### src/rtl/riscv_ctrl_pkg.sv
// Shared encodings for the multi-cycle RV32I control path: opcodes, FSM
// state encoding, datapath mux/ALU select encodings and the control word.
package riscv_ctrl_pkg;

    // Major opcodes (instruction bits [6:0]) handled by the controller
    localparam logic [6:0] OP_RTYPE  = 7'b0110011;
    localparam logic [6:0] OP_ITYPE  = 7'b0010011;
    localparam logic [6:0] OP_LOAD   = 7'b0000011;
    localparam logic [6:0] OP_STORE  = 7'b0100011;
    localparam logic [6:0] OP_BRANCH = 7'b1100011;
    localparam logic [6:0] OP_JAL    = 7'b1101111;
    localparam logic [6:0] OP_LUI    = 7'b0110111;

    // Controller states; the encoding is visible on state_o for debug
    typedef enum logic [3:0] {
        ST_RESET    = 4'd0,
        ST_FETCH    = 4'd1,
        ST_DECODE   = 4'd2,
        ST_EXEC_R   = 4'd3,
        ST_EXEC_I   = 4'd4,
        ST_LUI      = 4'd5,
        ST_MEM_ADDR = 4'd6,
        ST_MEM_RD   = 4'd7,
        ST_MEM_WR   = 4'd8,
        ST_WB_ALU   = 4'd9,
        ST_WB_MEM   = 4'd10,
        ST_BRANCH   = 4'd11,
        ST_JAL      = 4'd12,
        ST_ERROR    = 4'd13
    } state_t;

    // ALUOp encodings (2'b01 is reserved and never driven)
    localparam logic [1:0] ALUOP_ADD    = 2'b00;
    localparam logic [1:0] ALUOP_FUNCT  = 2'b10;
    localparam logic [1:0] ALUOP_BRANCH = 2'b11;

    // ALU operand A select
    localparam logic [1:0] SRCA_PC    = 2'b00;
    localparam logic [1:0] SRCA_RS1   = 2'b01;
    localparam logic [1:0] SRCA_ZERO  = 2'b10;
    localparam logic [1:0] SRCA_OLDPC = 2'b11;

    // ALU operand B select
    localparam logic [1:0] SRCB_RS2  = 2'b00;
    localparam logic [1:0] SRCB_FOUR = 2'b01;
    localparam logic [1:0] SRCB_IMM  = 2'b10;

    // Register write-back source select
    localparam logic [1:0] WB_ALUOUT = 2'b00;
    localparam logic [1:0] WB_MDR    = 2'b01;
    localparam logic [1:0] WB_PC     = 2'b10;

    // Datapath control word produced by the output decoder
    typedef struct packed {
        logic       pc_write;
        logic       ir_write;
        logic       iord;
        logic       mem_read;
        logic       mem_write;
        logic       reg_write;
        logic [1:0] mem_to_reg;
        logic [1:0] alu_src_a;
        logic [1:0] alu_src_b;
        logic [1:0] alu_op;
        logic       pc_source;
    } ctrl_t;

    // States that hold a memory request until mem_ready is seen
    function automatic logic is_wait_state(input state_t s);
        return (s == ST_FETCH) || (s == ST_MEM_RD) || (s == ST_MEM_WR);
    endfunction

endpackage

### src/rtl/mem_wait_timer.sv
// Counts consecutive not-ready cycles of a memory wait state and flags the
// cycle on which the allowed budget runs out (MEM_WAIT_MAX = 0 never expires).
module mem_wait_timer #(
    parameter int MEM_WAIT_MAX = 15
) (
    input  logic clk,
    input  logic reset,
    input  logic clear,
    input  logic waiting,
    input  logic mem_ready,
    output logic expire
);

    localparam int              CNT_BITS = (MEM_WAIT_MAX > 1) ? $clog2(MEM_WAIT_MAX) : 1;
    localparam logic [CNT_BITS-1:0] LAST_CNT = CNT_BITS'(MEM_WAIT_MAX - 1);
    localparam logic [CNT_BITS-1:0] CNT_ONE  = CNT_BITS'(1);

    logic [CNT_BITS-1:0] wait_cnt_r;

    // Wait counter: cleared on entry and on completion, bumped on each stall cycle
    always_ff @(posedge clk or posedge reset) begin
        if (reset) begin
            wait_cnt_r <= '0;
        end else if (clear) begin
            wait_cnt_r <= '0;
        end else if (waiting) begin
            if (mem_ready) begin
                wait_cnt_r <= '0;
            end else begin
                wait_cnt_r <= wait_cnt_r + CNT_ONE;
            end
        end
    end

    // Expire when the stall about to be counted is the last one allowed
    always_comb begin
        expire = 1'b0;
        if ((MEM_WAIT_MAX != 0) && waiting && !mem_ready && (wait_cnt_r == LAST_CNT)) begin
            expire = 1'b1;
        end else begin
            expire = 1'b0;
        end
    end

endmodule

### src/rtl/multicycle_ctrl_fsm.sv
// Multi-cycle RV32I sequencing controller: one shared memory port and one ALU
// driven through fetch/decode/execute/memory/write-back, with a memory
// handshake timeout and a retired-instruction counter.
module multicycle_ctrl_fsm
    import riscv_ctrl_pkg::*;
#(
    parameter int MEM_WAIT_MAX = 15,
    parameter int CNT_W        = 32
) (
    input  logic             clk,
    input  logic             reset,
    input  logic [6:0]       opcode,
    input  logic             branch_taken,
    input  logic             mem_ready,
    output logic             PCWrite,
    output logic             IRWrite,
    output logic             IorD,
    output logic             MemRead,
    output logic             MemWrite,
    output logic             RegWrite,
    output logic [1:0]       MemToReg,
    output logic [1:0]       ALUSrcA,
    output logic [1:0]       ALUSrcB,
    output logic [1:0]       ALUOp,
    output logic             PCSource,
    output logic             illegal_op,
    output logic             error,
    output logic [CNT_W-1:0] instret,
    output logic [3:0]       state_o
);

    localparam logic [CNT_W-1:0] INSTRET_ONE = CNT_W'(1);

    state_t           state_r;
    state_t           next_s;
    logic             retire_s;
    logic             illegal_s;
    logic             waiting_s;
    logic             clear_s;
    logic             expire_s;
    ctrl_t            ctrl_s;
    logic [CNT_W-1:0] instret_r;

    assign waiting_s = is_wait_state(state_r);
    // Restart the stall count whenever a wait state is freshly entered
    assign clear_s   = is_wait_state(next_s) && (next_s != state_r);

    mem_wait_timer #(
        .MEM_WAIT_MAX (MEM_WAIT_MAX)
    ) u_mem_wait_timer (
        .clk       (clk),
        .reset     (reset),
        .clear     (clear_s),
        .waiting   (waiting_s),
        .mem_ready (mem_ready),
        .expire    (expire_s)
    );

    // State register; reset aborts any instruction immediately
    always_ff @(posedge clk or posedge reset) begin
        if (reset) begin
            state_r <= ST_RESET;
        end else begin
            state_r <= next_s;
        end
    end

    // Next-state selection plus retire and illegal-opcode indications
    always_comb begin
        next_s    = state_r;
        retire_s  = 1'b0;
        illegal_s = 1'b0;
        case (state_r)
            ST_RESET: next_s = ST_FETCH;
            ST_FETCH: begin
                if (expire_s) begin
                    next_s = ST_ERROR;
                end else if (mem_ready) begin
                    next_s = ST_DECODE;
                end else begin
                    next_s = ST_FETCH;
                end
            end
            ST_DECODE: begin
                case (opcode)
                    OP_RTYPE:          next_s = ST_EXEC_R;
                    OP_ITYPE:          next_s = ST_EXEC_I;
                    OP_LOAD, OP_STORE: next_s = ST_MEM_ADDR;
                    OP_BRANCH:         next_s = ST_BRANCH;
                    OP_JAL:            next_s = ST_JAL;
                    OP_LUI:            next_s = ST_LUI;
                    default: begin
                        next_s    = ST_FETCH;
                        illegal_s = 1'b1;
                    end
                endcase
            end
            ST_EXEC_R, ST_EXEC_I, ST_LUI: next_s = ST_WB_ALU;
            ST_MEM_ADDR: begin
                if (opcode == OP_LOAD) begin
                    next_s = ST_MEM_RD;
                end else begin
                    next_s = ST_MEM_WR;
                end
            end
            ST_MEM_RD: begin
                if (expire_s) begin
                    next_s = ST_ERROR;
                end else if (mem_ready) begin
                    next_s = ST_WB_MEM;
                end else begin
                    next_s = ST_MEM_RD;
                end
            end
            ST_MEM_WR: begin
                if (expire_s) begin
                    next_s = ST_ERROR;
                end else if (mem_ready) begin
                    next_s   = ST_FETCH;
                    retire_s = 1'b1;
                end else begin
                    next_s = ST_MEM_WR;
                end
            end
            ST_WB_ALU, ST_WB_MEM, ST_BRANCH, ST_JAL: begin
                next_s   = ST_FETCH;
                retire_s = 1'b1;
            end
            ST_ERROR: next_s = ST_ERROR;
            // Unused encodings are treated as a fault and parked in ERROR
            default:  next_s = ST_ERROR;
        endcase
    end

    // Moore control decode; only the PC/IR write enables look at inputs
    always_comb begin
        ctrl_s = '0;
        case (state_r)
            ST_FETCH: begin
                ctrl_s.iord      = 1'b0;
                ctrl_s.mem_read  = 1'b1;
                ctrl_s.alu_src_a = SRCA_PC;
                ctrl_s.alu_src_b = SRCB_FOUR;
                ctrl_s.alu_op    = ALUOP_ADD;
                ctrl_s.pc_source = 1'b0;
                ctrl_s.ir_write  = mem_ready;
                ctrl_s.pc_write  = mem_ready;
            end
            ST_DECODE: begin
                ctrl_s.alu_src_a = SRCA_OLDPC;
                ctrl_s.alu_src_b = SRCB_IMM;
                ctrl_s.alu_op    = ALUOP_ADD;
            end
            ST_EXEC_R: begin
                ctrl_s.alu_src_a = SRCA_RS1;
                ctrl_s.alu_src_b = SRCB_RS2;
                ctrl_s.alu_op    = ALUOP_FUNCT;
            end
            ST_EXEC_I: begin
                ctrl_s.alu_src_a = SRCA_RS1;
                ctrl_s.alu_src_b = SRCB_IMM;
                ctrl_s.alu_op    = ALUOP_FUNCT;
            end
            ST_LUI: begin
                ctrl_s.alu_src_a = SRCA_ZERO;
                ctrl_s.alu_src_b = SRCB_IMM;
                ctrl_s.alu_op    = ALUOP_ADD;
            end
            ST_MEM_ADDR: begin
                ctrl_s.alu_src_a = SRCA_RS1;
                ctrl_s.alu_src_b = SRCB_IMM;
                ctrl_s.alu_op    = ALUOP_ADD;
            end
            ST_MEM_RD: begin
                ctrl_s.iord     = 1'b1;
                ctrl_s.mem_read = 1'b1;
            end
            ST_MEM_WR: begin
                ctrl_s.iord      = 1'b1;
                ctrl_s.mem_write = 1'b1;
            end
            ST_WB_ALU: begin
                ctrl_s.reg_write  = 1'b1;
                ctrl_s.mem_to_reg = WB_ALUOUT;
            end
            ST_WB_MEM: begin
                ctrl_s.reg_write  = 1'b1;
                ctrl_s.mem_to_reg = WB_MDR;
            end
            ST_BRANCH: begin
                ctrl_s.alu_src_a = SRCA_RS1;
                ctrl_s.alu_src_b = SRCB_RS2;
                ctrl_s.alu_op    = ALUOP_BRANCH;
                ctrl_s.pc_source = 1'b1;
                ctrl_s.pc_write  = branch_taken;
            end
            ST_JAL: begin
                ctrl_s.reg_write  = 1'b1;
                ctrl_s.mem_to_reg = WB_PC;
                ctrl_s.pc_write   = 1'b1;
                ctrl_s.pc_source  = 1'b1;
            end
            default: ctrl_s = '0;
        endcase
    end

    // Retired-instruction counter, wraps naturally at its width
    always_ff @(posedge clk or posedge reset) begin
        if (reset) begin
            instret_r <= '0;
        end else if (retire_s) begin
            instret_r <= instret_r + INSTRET_ONE;
        end
    end

    assign PCWrite    = ctrl_s.pc_write;
    assign IRWrite    = ctrl_s.ir_write;
    assign IorD       = ctrl_s.iord;
    assign MemRead    = ctrl_s.mem_read;
    assign MemWrite   = ctrl_s.mem_write;
    assign RegWrite   = ctrl_s.reg_write;
    assign MemToReg   = ctrl_s.mem_to_reg;
    assign ALUSrcA    = ctrl_s.alu_src_a;
    assign ALUSrcB    = ctrl_s.alu_src_b;
    assign ALUOp      = ctrl_s.alu_op;
    assign PCSource   = ctrl_s.pc_source;
    assign illegal_op = illegal_s;
    assign error      = (state_r == ST_ERROR);
    assign instret    = instret_r;
    assign state_o    = state_r;

endmodule

### config.mk
export PLATFORM = sky130hd
export DESIGN_NAME = multicycle_ctrl_fsm
export DESIGN_NICKNAME = d
export VERILOG_FILES = /design/src/rtl/riscv_ctrl_pkg.sv /design/src/rtl/mem_wait_timer.sv /design/src/rtl/multicycle_ctrl_fsm.sv
export SDC_FILE = /design/constraint.sdc
export NUM_CORES = 1
export LEC_CHECK = 0
export BUFFER_PORTS_ARGS = -buffer_cell sky130_fd_sc_hd__buf_2
export CORE_ASPECT_RATIO = 1.25
export CORE_MARGIN = 2
export CORE_UTILIZATION = 35
export DETAILED_ROUTE_END_ITERATION = 8
export GPL_TIMING_DRIVEN = 0
export PLACE_DENSITY = 0.59
export SLEW_MARGIN = 30
export SYNTH_ARGS = -nofsm -noshare
export SYNTH_HDL_FRONTEND = slang
export SYNTH_SLANG_ARGS = --single-unit
### constraint.sdc
create_clock -name clk -period 4.5 [get_ports clk]
set_clock_uncertainty 0.15 [all_clocks]
set_input_delay 0.45 -clock clk [delete_from_list [all_inputs] [get_ports clk]]
set_output_delay 0.45 -clock clk [all_outputs]
set_load 0.02 [all_outputs]
==> results of run 1 <==
[cell type report]
type                            instances  area (sq um)  area share
Inverter                               13          48.8      0.0162
Clock inverter                          3          42.5      0.0141
Sequential cell                        40          1000       0.332
Clock buffer                            5          68.8      0.0228
Multi-Input combinational cell        191          1330       0.442
Timing Repair Buffer                   65           353       0.117
Buffer                                 10          53.8      0.0179
Tap cell                               90           113      0.0374
[metal layers]
metal  part of all wire  wire length, microns  vias to the layer above  global-route usage
met1               0.45                  2450                      990               0.195
met2               0.48                  2630                       70               0.258
li1                   -                     -                     1045                   -
met5                  0                     0                        -                   0
met3              0.048                   263                       12              0.0260
met4              0.026                   144                        0              0.0594
[repair_timing]
| action | 4_1_cts | 5_1_grt |
|---|---|---|
| setup endpoints to repair | 0 | 0 |
| hold buffers | 1 | 0 |
| hold endpoints to repair | 8 | 0 |
[cell families after synthesis]
| kind of cell | synth area share |
|---|---|
| buffers and inverters | 0.0421 |
| DFF | 0.411 |
| muxes | 0.00873 |
| AOI/OAI and AO/OA | 0.112 |
| adders and majority gates | 0.0195 |
| and+or+nand+nor | 0.281 |
| xor gates and xnor gates | 0.126 |
[cell usage in the layout (no fill, tap or decap), types with 2 or more instances in the layout]
cell,instances
nand3b_1,3
clkbuf_1,4
o21ai_0,8
a21oi_1,6
clkbuf_8,5
xnor2_1,23
and2_1,7
nor2_1,19
nand3_1,13
xor2_1,12
nand2b_1,5
and3_1,4
a311oi_1,3
nor3_1,8
ha_1,3
nand4_1,7
a31o_1,2
inv_2,3
buf_2,67
o22a_1,2
o21a_1,3
or4_1,2
a211o_1,2
inv_1,10
dfrtp_1,40
and4_1,5
nand2_1,18
nor3b_1,2
nor2_2,4
[power by group through the flow]
stage,sequential (mW),clock (mW),combinational (mW)
floorplan,0.368,0,0.0138
global placement,0.368,0,0.0252
detailed placement,0.368,0,0.0287
CTS,0.361,0.299,0.0295
global route,0.361,0.318,0.0328
finish,0.361,0.293,0.0288
[through the flow]
step	cell area [sq um]	cells	setup slack, ns	hold WS [ns]	util
after detailed placement	2890	408	1.89	0.312	0.422
after global routing	3010	417	1.62	0.341	0.440
after floorplan	2440	254	2.05	0.358	-
final	3010	417	1.80	0.315	0.440
after global placement	2860	407	1.91	0.304	0.418
after CTS	3010	417	1.80	0.323	0.440
[registers in the layout (all words and copies together) (netlist names)]
| name | flops |
|---|---|
| u_mem_wait_timer.wait_cnt_r | 4 |
| instret | 32 |
| state_o | 4 |
[path summary, 6_finish.rpt]
| kind | startpoint | end | slack [ns] | depth (start not counted) |
|---|---|---|---|---|
| setup / recovery | state_o[1]$_DFF_PP0_ | PCWrite | 1.80 | 7 |
| hold / removal | instret[31]$_DFFE_PP0P_ | instret[31]$_DFFE_PP0P_ | 0.31 | 1 |
| setup reg to reg | state_o[0]$_DFF_PP0_ | u_mem_wait_timer.wait_cnt_r[1]$_DFFE_PP0P_ | 1.90 | 8 |
| hold reg to reg | instret[31]$_DFFE_PP0P_ | instret[31]$_DFFE_PP0P_ | 0.31 | 1 |
| max in group asynchronous | reset | instret[3]$_DFFE_PP0P_ | 3.18 | 4 |
| min in group asynchronous | reset | instret[31]$_DFFE_PP0P_ | 0.57 | 3 |
==> flow_metrics.env, run 1 <==
export IMPL_synth_async_reset_ratio=1.00
export IMPL_holdCritPathClass="flip-flop to flip-flop"
export IMPL_die_area_sq_um=7650
export IMPL_grt_antenna_before_repair=0
export IMPL_cts_resized=0
export IMPL_drc=0
export IMPL_num_fill_cells=692
export IMPL_power_total_uw=683
export IMPL_crit_slowest_cell="dfrtp_1"
export IMPL_synth_top_area_share=0.411
export IMPL_pwr_share_comb=0.042
export IMPL_numCtsBuffers=5
export IMPL_p_clk_frac=0.429
export IMPL_synth_area_leaders="dfrtp_1 (41%), xnor2_1 (8.3%), xor2_1 (4.3%)"
export IMPL_first_pass_iters=4
export IMPL_crit_path_end_kind="output pin"
export IMPL_synth_cells_most_frequent="dfrtp_1 (40), xnor2_1 (23), nor2_1 (19)"
export IMPL_start_kind="flip-flop"
export IMPL_routedWlPerCell_microns=13.1
export IMPL_h_tree_depth=2
export IMPL_crit_arrival_ns=2.10
export IMPL_root_buffer="clkbuf_8"
export IMPL_grt_max_degree=25
export IMPL_critPathBufInv=4
export IMPL_clkSlewWorstSetupHoldPaths_ns=0.08
export IMPL_gp_congestion=0.768
export IMPL_seqPwrFrac=0.529
export IMPL_finalCritPeriodShare=0.601
export IMPL_syn_to_final_growth_pct=23.7
export IMPL_p_per_area_nw_per_um2=227
export IMPL_p_leak_nw=1.51
export IMPL_worstMarginPinSlew_ns=0.570
export IMPL_pin_count=64
export IMPL_portBuffers=63
export IMPL_power_internal_uw=535
export IMPL_relSlewSlack=0.619
export IMPL_overflow=0
export IMPL_synth_fp_nets=268
export IMPL_path_max_fanout=10
export IMPL_synth_ff_type="dfrtp_1"
export IMPL_drive_gt1_frac=0.287
export IMPL_viasPerCell=5.08
export IMPL_max_stage_delay_ns=0.45
export IMPL_drv_slew=0
export IMPL_tritoncts="done"
export IMPL_vias=2117
export IMPL_ys_warnings_count=0
export IMPL_place_hpwl_mm=4.20
export IMPL_syn_avg_cell_area_sq_um=9.59
export IMPL_routed_wl_mm=5.48
export IMPL_dieHeight_microns=97.3
export IMPL_cts_buffer_depth=2
export IMPL_finalNetCount=340
export IMPL_synth_edf_count=0
export IMPL_max_cap_violations=0
export IMPL_syn_inst=254
export IMPL_initial_utilization=0.356
export IMPL_first_global_vias=2071
export IMPL_synth_area_sq_um=2440
export IMPL_max_freq_ghz=0.370
export IMPL_yosysSeqAreaShare=0.411
export IMPL_status="complete, no violations"
export IMPL_setup_viol=0
export IMPL_yosysTopAreaCell="dfrtp_1"
export IMPL_critical_path_class="flip-flop to output pin"
export IMPL_core_region_area_sq_um=6850
export IMPL_hold_viol_final=0
export IMPL_die_x_microns=78.6
export IMPL_rows=34
export IMPL_synth_seq_cells=40
export IMPL_setup_tns_ns=0
export IMPL_cp_cell_sequence="buf_6, clkbuf_1, or2_2, or3_1, inv_1, a211o_1, buf_2"
export IMPL_grtUsageTotal=0.153
export IMPL_synth_cell_types=60
export IMPL_critical_path_top_delay_family="simple AND/OR/NAND/NOR gates"
export IMPL_grt_pass1_wl_mm=9.68
export IMPL_vdd_drop_max_mv=0.111
export IMPL_clk_latency_ns=0.29
export IMPL_yosysMostFrequentCell="dfrtp_1"
export IMPL_p_switching_uw=147
export IMPL_rsz0062_at_grt="false"
export IMPL_switching_share=0.216
export IMPL_ant_nets=0
export IMPL_crit_required_ns=3.90
export IMPL_num_antenna_cells=0
export IMPL_cts_sinks=40
export IMPL_detailedRoute_firstIterationViolations=95
export IMPL_cts_setup_buffers=0
export IMPL_period_needed_ns=2.70
Power figures use the tool's default switching activity.
==> run 2, diff against run 1 <==
Clock period 4.5 ns to 2.62 ns, I/O delays scaled along.
==> run 2 against run 1 <==
  * Global-route usage unchanged
  * Final area grew 0.29%
  * Sequential power increased by 72%
  * Sequential share of layout area fell by 0.096 points
  * Critical path depth unchanged
  * Largest cell class unchanged
  * Register-to-register slack lost 1.8 ns
==> flow_metrics.env, run 2 (synthesis gave the netlist of run 1 again) <==
export IMPL_portBuffers=63
export IMPL_fin_cells=415
export IMPL_finalCritPeriodShare=0.953
export IMPL_crit_required_ns=2.21
export IMPL_path_max_fanout=10
export IMPL_num_antenna_cells=0
export IMPL_first_global_vias=2071
export IMPL_cts_setup_buffers=0
export IMPL_post_route_util=0.441
export IMPL_viasPerCell=5.13
export IMPL_overflow=0
export IMPL_clkSlewWorstSetupHoldPaths_ns=0.08
export IMPL_status="complete, no violations"
export IMPL_initial_utilization=0.356
export IMPL_drc=0
export IMPL_crit_start="state_o[0]$_DFF_PP0_"
export IMPL_seqPwrFrac=0.528
export IMPL_endpoint="PCWrite"
export IMPL_holdCritPathClass="primary input to flip-flop"
export IMPL_grt_pass1_wl_mm=9.68
export IMPL_gp_congestion=0.768
export IMPL_rrSetupSlack_ns=0.15
export IMPL_start_kind="flip-flop"
export IMPL_max_freq_ghz=0.400
export IMPL_first_pass_iters=4
export IMPL_postLayoutCellArea_sq_um=3020
export IMPL_pwr_share_comb=0.042
export IMPL_finalNetCount=338
export IMPL_crit_arrival_ns=2.09
export IMPL_place_hpwl_mm=4.20
export IMPL_tritoncts="done"
export IMPL_worstMarginPinSlew_ns=0.563
export IMPL_final_cell_mix="buf_2 (67), dfrtp_1 (40), xnor2_1 (23)"
export IMPL_post_place_ws_ns=0.102
export IMPL_p_leak_nw=1.52
export IMPL_p_switching_uw=254
export IMPL_reg2reg_to="u_mem_wait_timer.wait_cnt_r[1]$_DFFE_PP0P_"
export IMPL_switching_share=0.216
export IMPL_power_internal_uw=919
export IMPL_setup_slack_ns=0.123
export IMPL_p_clk_frac=0.429
export IMPL_numCtsBuffers=5
export IMPL_cts_buffer_depth=2
export IMPL_root_buffer="clkbuf_8"
export IMPL_hold_viol_final=0
export IMPL_vias=2128
export IMPL_critPathBufInv=4
export IMPL_ant_nets=0
export IMPL_syn_to_final_growth_pct=24.0
export IMPL_pin_count=64
export IMPL_rows=34
export IMPL_max_stage_delay_ns=0.44
export IMPL_drive_gt1_frac=0.298
export IMPL_crit_slowest_cell="dfrtp_1"
export IMPL_power_total_mw=1.17
export IMPL_dieHeight_microns=97.3
export IMPL_cp_cell_sequence="buf_2, buf_2, or2_2, or3_1, inv_1, a211o_1, buf_2"
export IMPL_grt_max_degree=25
export IMPL_timing_hold_ws_ns=0.292
export IMPL_relSlewSlack=0.624
export IMPL_critical_path_top_delay_family="buffers and inverters"
export IMPL_largest_reg_flops=32
export IMPL_setup_tns_ns=0
export IMPL_cpMostUsedCell="buf_2"
export IMPL_period_needed_ns=2.50
export IMPL_die_area_sq_um=7650
export IMPL_crit_path_end_kind="output pin"
export IMPL_grtUsageTotal=0.153
export IMPL_routed_wl_mm=5.49
export IMPL_setup_viol=0
export IMPL_placed_area_sq_um=2890
export IMPL_reg2reg_depth=9
export IMPL_clk_latency_ns=0.29
export IMPL_h_tree_depth=2
export IMPL_max_cap_violations=0
export IMPL_r2r_start="u_mem_wait_timer.wait_cnt_r[0]$_DFFE_PP0P_"
export IMPL_p_per_area_nw_per_um2=388
export IMPL_routedWlPerCell_microns=13.2
export IMPL_cts_sinks=40
export IMPL_grt_antenna_before_repair=0
export IMPL_dp_cells=408
export IMPL_cp_depth=7
export IMPL_core_region_area_sq_um=6850
export IMPL_detailedRoute_firstIterationViolations=97
export IMPL_critical_path_class="flip-flop to output pin"
export IMPL_vdd_drop_max_mv=0.192
export IMPL_drv_slew=0
export IMPL_mostFrequentLayoutCell="buf_2"
export IMPL_die_x_microns=78.6
[run 2: changes by cell type in the layout (fill, tap and decap cells not counted), sizes merged]
cell    delta
clkbuf     -2
[run 2: tightest hold or removal path: stages]
cell and delay [ns]:
buf_2 0.12, maj3_1 0.16, a31oi_1 0.11, nand2_1 0.05
[run 2: final cells by class]
class	instances	area, sq um
flip-flops and latches	40	1000
multi-input cells	191	1350
clock inverters	3	42.5
clock buffers	5	68.8
repair buffers	65	353
well taps	90	113
fillers	690	3830
plain buffers	8	46.3
inverters	13	48.8
[run 2: power groups by stage]
stage          Combinational (mW)  Clock (mW)  Sequential, mW
4_1_cts                    0.0506       0.514           0.620
2_1_floorplan              0.0237           0           0.632
3_5_place_dp               0.0493           0           0.632
6_report                   0.0494       0.504           0.620
3_3_place_gp               0.0432           0           0.632
5_1_grt                    0.0563       0.546           0.620
[run 2: routing by layer]
layer  track usage  vias to the layer above  routed length [microns]
met4        0.0594                        0                      161
met3        0.0260                       14                      290
met5             0                        -                        0
met1         0.195                      995                     2430
li1              -                     1042                        -
met2         0.258                       77                     2600
[run 2: how the worst min path moves through the flow]
stage	startpoint	to	slack (ns)	cells after the start
4_1_cts	opcode[5]	state_o[1]$_DFF_PP0_	0.29	4
6_report	opcode[5]	state_o[1]$_DFF_PP0_	0.29	4
3_3_place_gp	instret[31]$_DFFE_PP0P_	instret[31]$_DFFE_PP0P_	0.30	1
5_1_grt	opcode[5]	state_o[1]$_DFF_PP0_	0.32	4
3_5_place_dp	reset	instret[31]$_DFFE_PP0P_	0.13	2
2_1_floorplan	reset	instret[0]$_DFFE_PP0P_	0.33	1
[run 2: timing repair]
action                                 CTS  global route
hold buffers                             1             0
setup endpoints to repair                0            10
gates resized for setup                  0             4
endpoints found under the hold margin   16             0
==> run 3, diff against run 2 <==
Settings changed: RECOVER_POWER set to 25.
==> run 3 against run 2 <==
  * Routed wire length grew 0.18%
  * Total power is 0.35% lower
  * Setup slack improved by 0.0025 ns
  * Combinational power fell by 7.7%
  * Maximum frequency up 0.10%
  * Clock power is essentially flat
  * Count of clock-buffer cells in the layout did not move
  * Critical path depth did not move
  * Non-clock buffer count is the same
==> flow_metrics.env, run 3 (synthesis gave the netlist of run 1 again) <==
export IMPL_status="complete, no violations"
export IMPL_finalNetCount=338
export IMPL_grtUsageTotal=0.153
export IMPL_final_cell_mix="buf_2 (67), dfrtp_1 (40), xnor2_1 (23)"
export IMPL_detailedRoute_firstIterationViolations=98
export IMPL_cts_buffer_depth=2
export IMPL_clk_latency_ns=0.29
export IMPL_num_fill_cells=692
export IMPL_syn_to_final_growth_pct=23.4
export IMPL_holdCritPathClass="primary input to flip-flop"
export IMPL_viasPerCell=5.13
export IMPL_routed_wl_mm=5.50
export IMPL_max_freq_ghz=0.401
export IMPL_crit_required_ns=2.21
export IMPL_seqCellArea_sq_um=1000
export IMPL_clkSlewWorstSetupHoldPaths_ns=0.08
export IMPL_ant_nets=0
export IMPL_die_x_microns=78.6
export IMPL_vias=2131
export IMPL_start_kind="flip-flop"
export IMPL_timing_hold_ws_ns=0.292
export IMPL_drv_slew=0
export IMPL_h_tree_depth=2
export IMPL_overflow=0
export IMPL_drive_gt1_frac=0.292
export IMPL_numCtsBuffers=5
export IMPL_rows=34
export IMPL_grt_pass1_wl_mm=9.68
export IMPL_critical_path_class="flip-flop to output pin"
export IMPL_gp_congestion=0.768
export IMPL_num_antenna_cells=0
export IMPL_worstMarginPinSlew_ns=1.08
export IMPL_die_area_sq_um=7650
export IMPL_cts_setup_buffers=0
export IMPL_core_region_area_sq_um=6850
export IMPL_portBuffers=63
export IMPL_multi_input_area_sq_um=1350
export IMPL_root_buffer="clkbuf_8"
export IMPL_drc=0
export IMPL_path_max_fanout=10
export IMPL_finalCritPeriodShare=0.952
export IMPL_setup_viol=0
export IMPL_crit_path_end_kind="output pin"
export IMPL_crit_slowest_cell="dfrtp_1"
export IMPL_crit_arrival_ns=2.08
export IMPL_largest_reg_flops=32
export IMPL_tritoncts="done"
export IMPL_first_global_vias=2071
export IMPL_p_leak_nw=1.52
export IMPL_post_route_util=0.439
export IMPL_dieHeight_microns=97.3
export IMPL_critPathBufInv=4
export IMPL_grt_max_degree=25
export IMPL_first_pass_iters=4
export IMPL_place_hpwl_mm=4.20
export IMPL_max_cap_violations=0
export IMPL_relSlewSlack=0.280
export IMPL_hold_viol_final=0
export IMPL_rrSetupSlack_ns=0.15
export IMPL_max_stage_delay_ns=0.44
export IMPL_critical_path_top_delay_family="buffers and inverters"
export IMPL_grt_antenna_before_repair=0
export IMPL_period_needed_ns=2.49
export IMPL_cts_sinks=40
export IMPL_cpMostUsedCell="buf_2"
export IMPL_routedWlPerCell_microns=13.2
export IMPL_cp_cell_sequence="buf_2, buf_2, or2_2, or3_1, inv_1, a211o_1, buf_2"
export IMPL_p_per_area_nw_per_um2=389
export IMPL_pin_count=64
export IMPL_vdd_drop_max_mv=0.191
export IMPL_initial_utilization=0.356
export IMPL_mostFrequentLayoutCell="buf_2"
run 3: cell count changes in the layout (fill, tap and decap cells not counted), sizes merged:
cell,change
buf,-1
dlymetal6s2s,+1
run 3: path summary, 6_finish.rpt:
| kind | from | end | cells after the start |
|---|---|---|---|
| hold / removal | opcode[5] | state_o[1]$_DFF_PP0_ | 4 |
| max in group asynchronous | reset | instret[3]$_DFFE_PP0P_ | 4 |
| setup / recovery | state_o[0]$_DFF_PP0_ | PCWrite | 7 |
| min in group asynchronous | reset | instret[31]$_DFFE_PP0P_ | 3 |
| setup reg to reg | u_mem_wait_timer.wait_cnt_r[0]$_DFFE_PP0P_ | u_mem_wait_timer.wait_cnt_r[1]$_DFFE_PP0P_ | 8 |
| hold reg to reg | instret[31]$_DFFE_PP0P_ | instret[31]$_DFFE_PP0P_ | 1 |
run 3: worst reg2reg max path: cells and delay by family (launching register included):
family | cells | cell delay, ns
fa+ha+maj | 1 | 0.19
buf+inv | 2 | 0.24
compound gates | 3 | 0.82
flops | 1 | 0.43
simple gates | 2 | 0.53
run 3: final cells by class:
type | instances | share of cell area
inverters | 13 | 0.0162
clock buffers | 5 | 0.0229
flip-flops and latches | 40 | 0.333
repair buffers | 65 | 0.112
plain buffers | 8 | 0.0154
well taps | 90 | 0.0375
clock inverters | 3 | 0.0141
multi-input cells | 191 | 0.449
run 3: routing by layer:
metal	vias up	track usage	routed length, microns
met2	71	0.258	2600
met3	14	0.0260	285
met4	0	0.0594	161
met5	-	0	0
li1	1040	-	-
met1	1006	0.195	2450
run 3: what timing repair did:
item                                    CTS  global route
endpoints found under the setup margin    0            10
gates resized for setup                   0             4
hold endpoints to repair                 16             0
hold buffers                              1             0
run 3: power breakdown:
group	internal, mW	switching [mW]
sequential	0.618	0.00166
combinational	0.0162	0.0294
clock	0.282	0.222
run 3: through the flow:
step / area (sq um) / instances / total power, mW / TNS (ns) / setup WS, ns
6_report: 3010 / 415 / 1.17 / 0 / 0.125
5_1_grt: 3010 / 415 / 1.22 / -0.0290 / -0.0198
4_1_cts: 3010 / 417 / 1.18 / 0 / 0.0710
3_5_place_dp: 2890 / 408 / 0.682 / 0 / 0.102
3_3_place_gp: 2860 / 407 / 0.676 / 0 / 0.128
2_1_floorplan: 2440 / 254 / 0.656 / 0 / 0.271
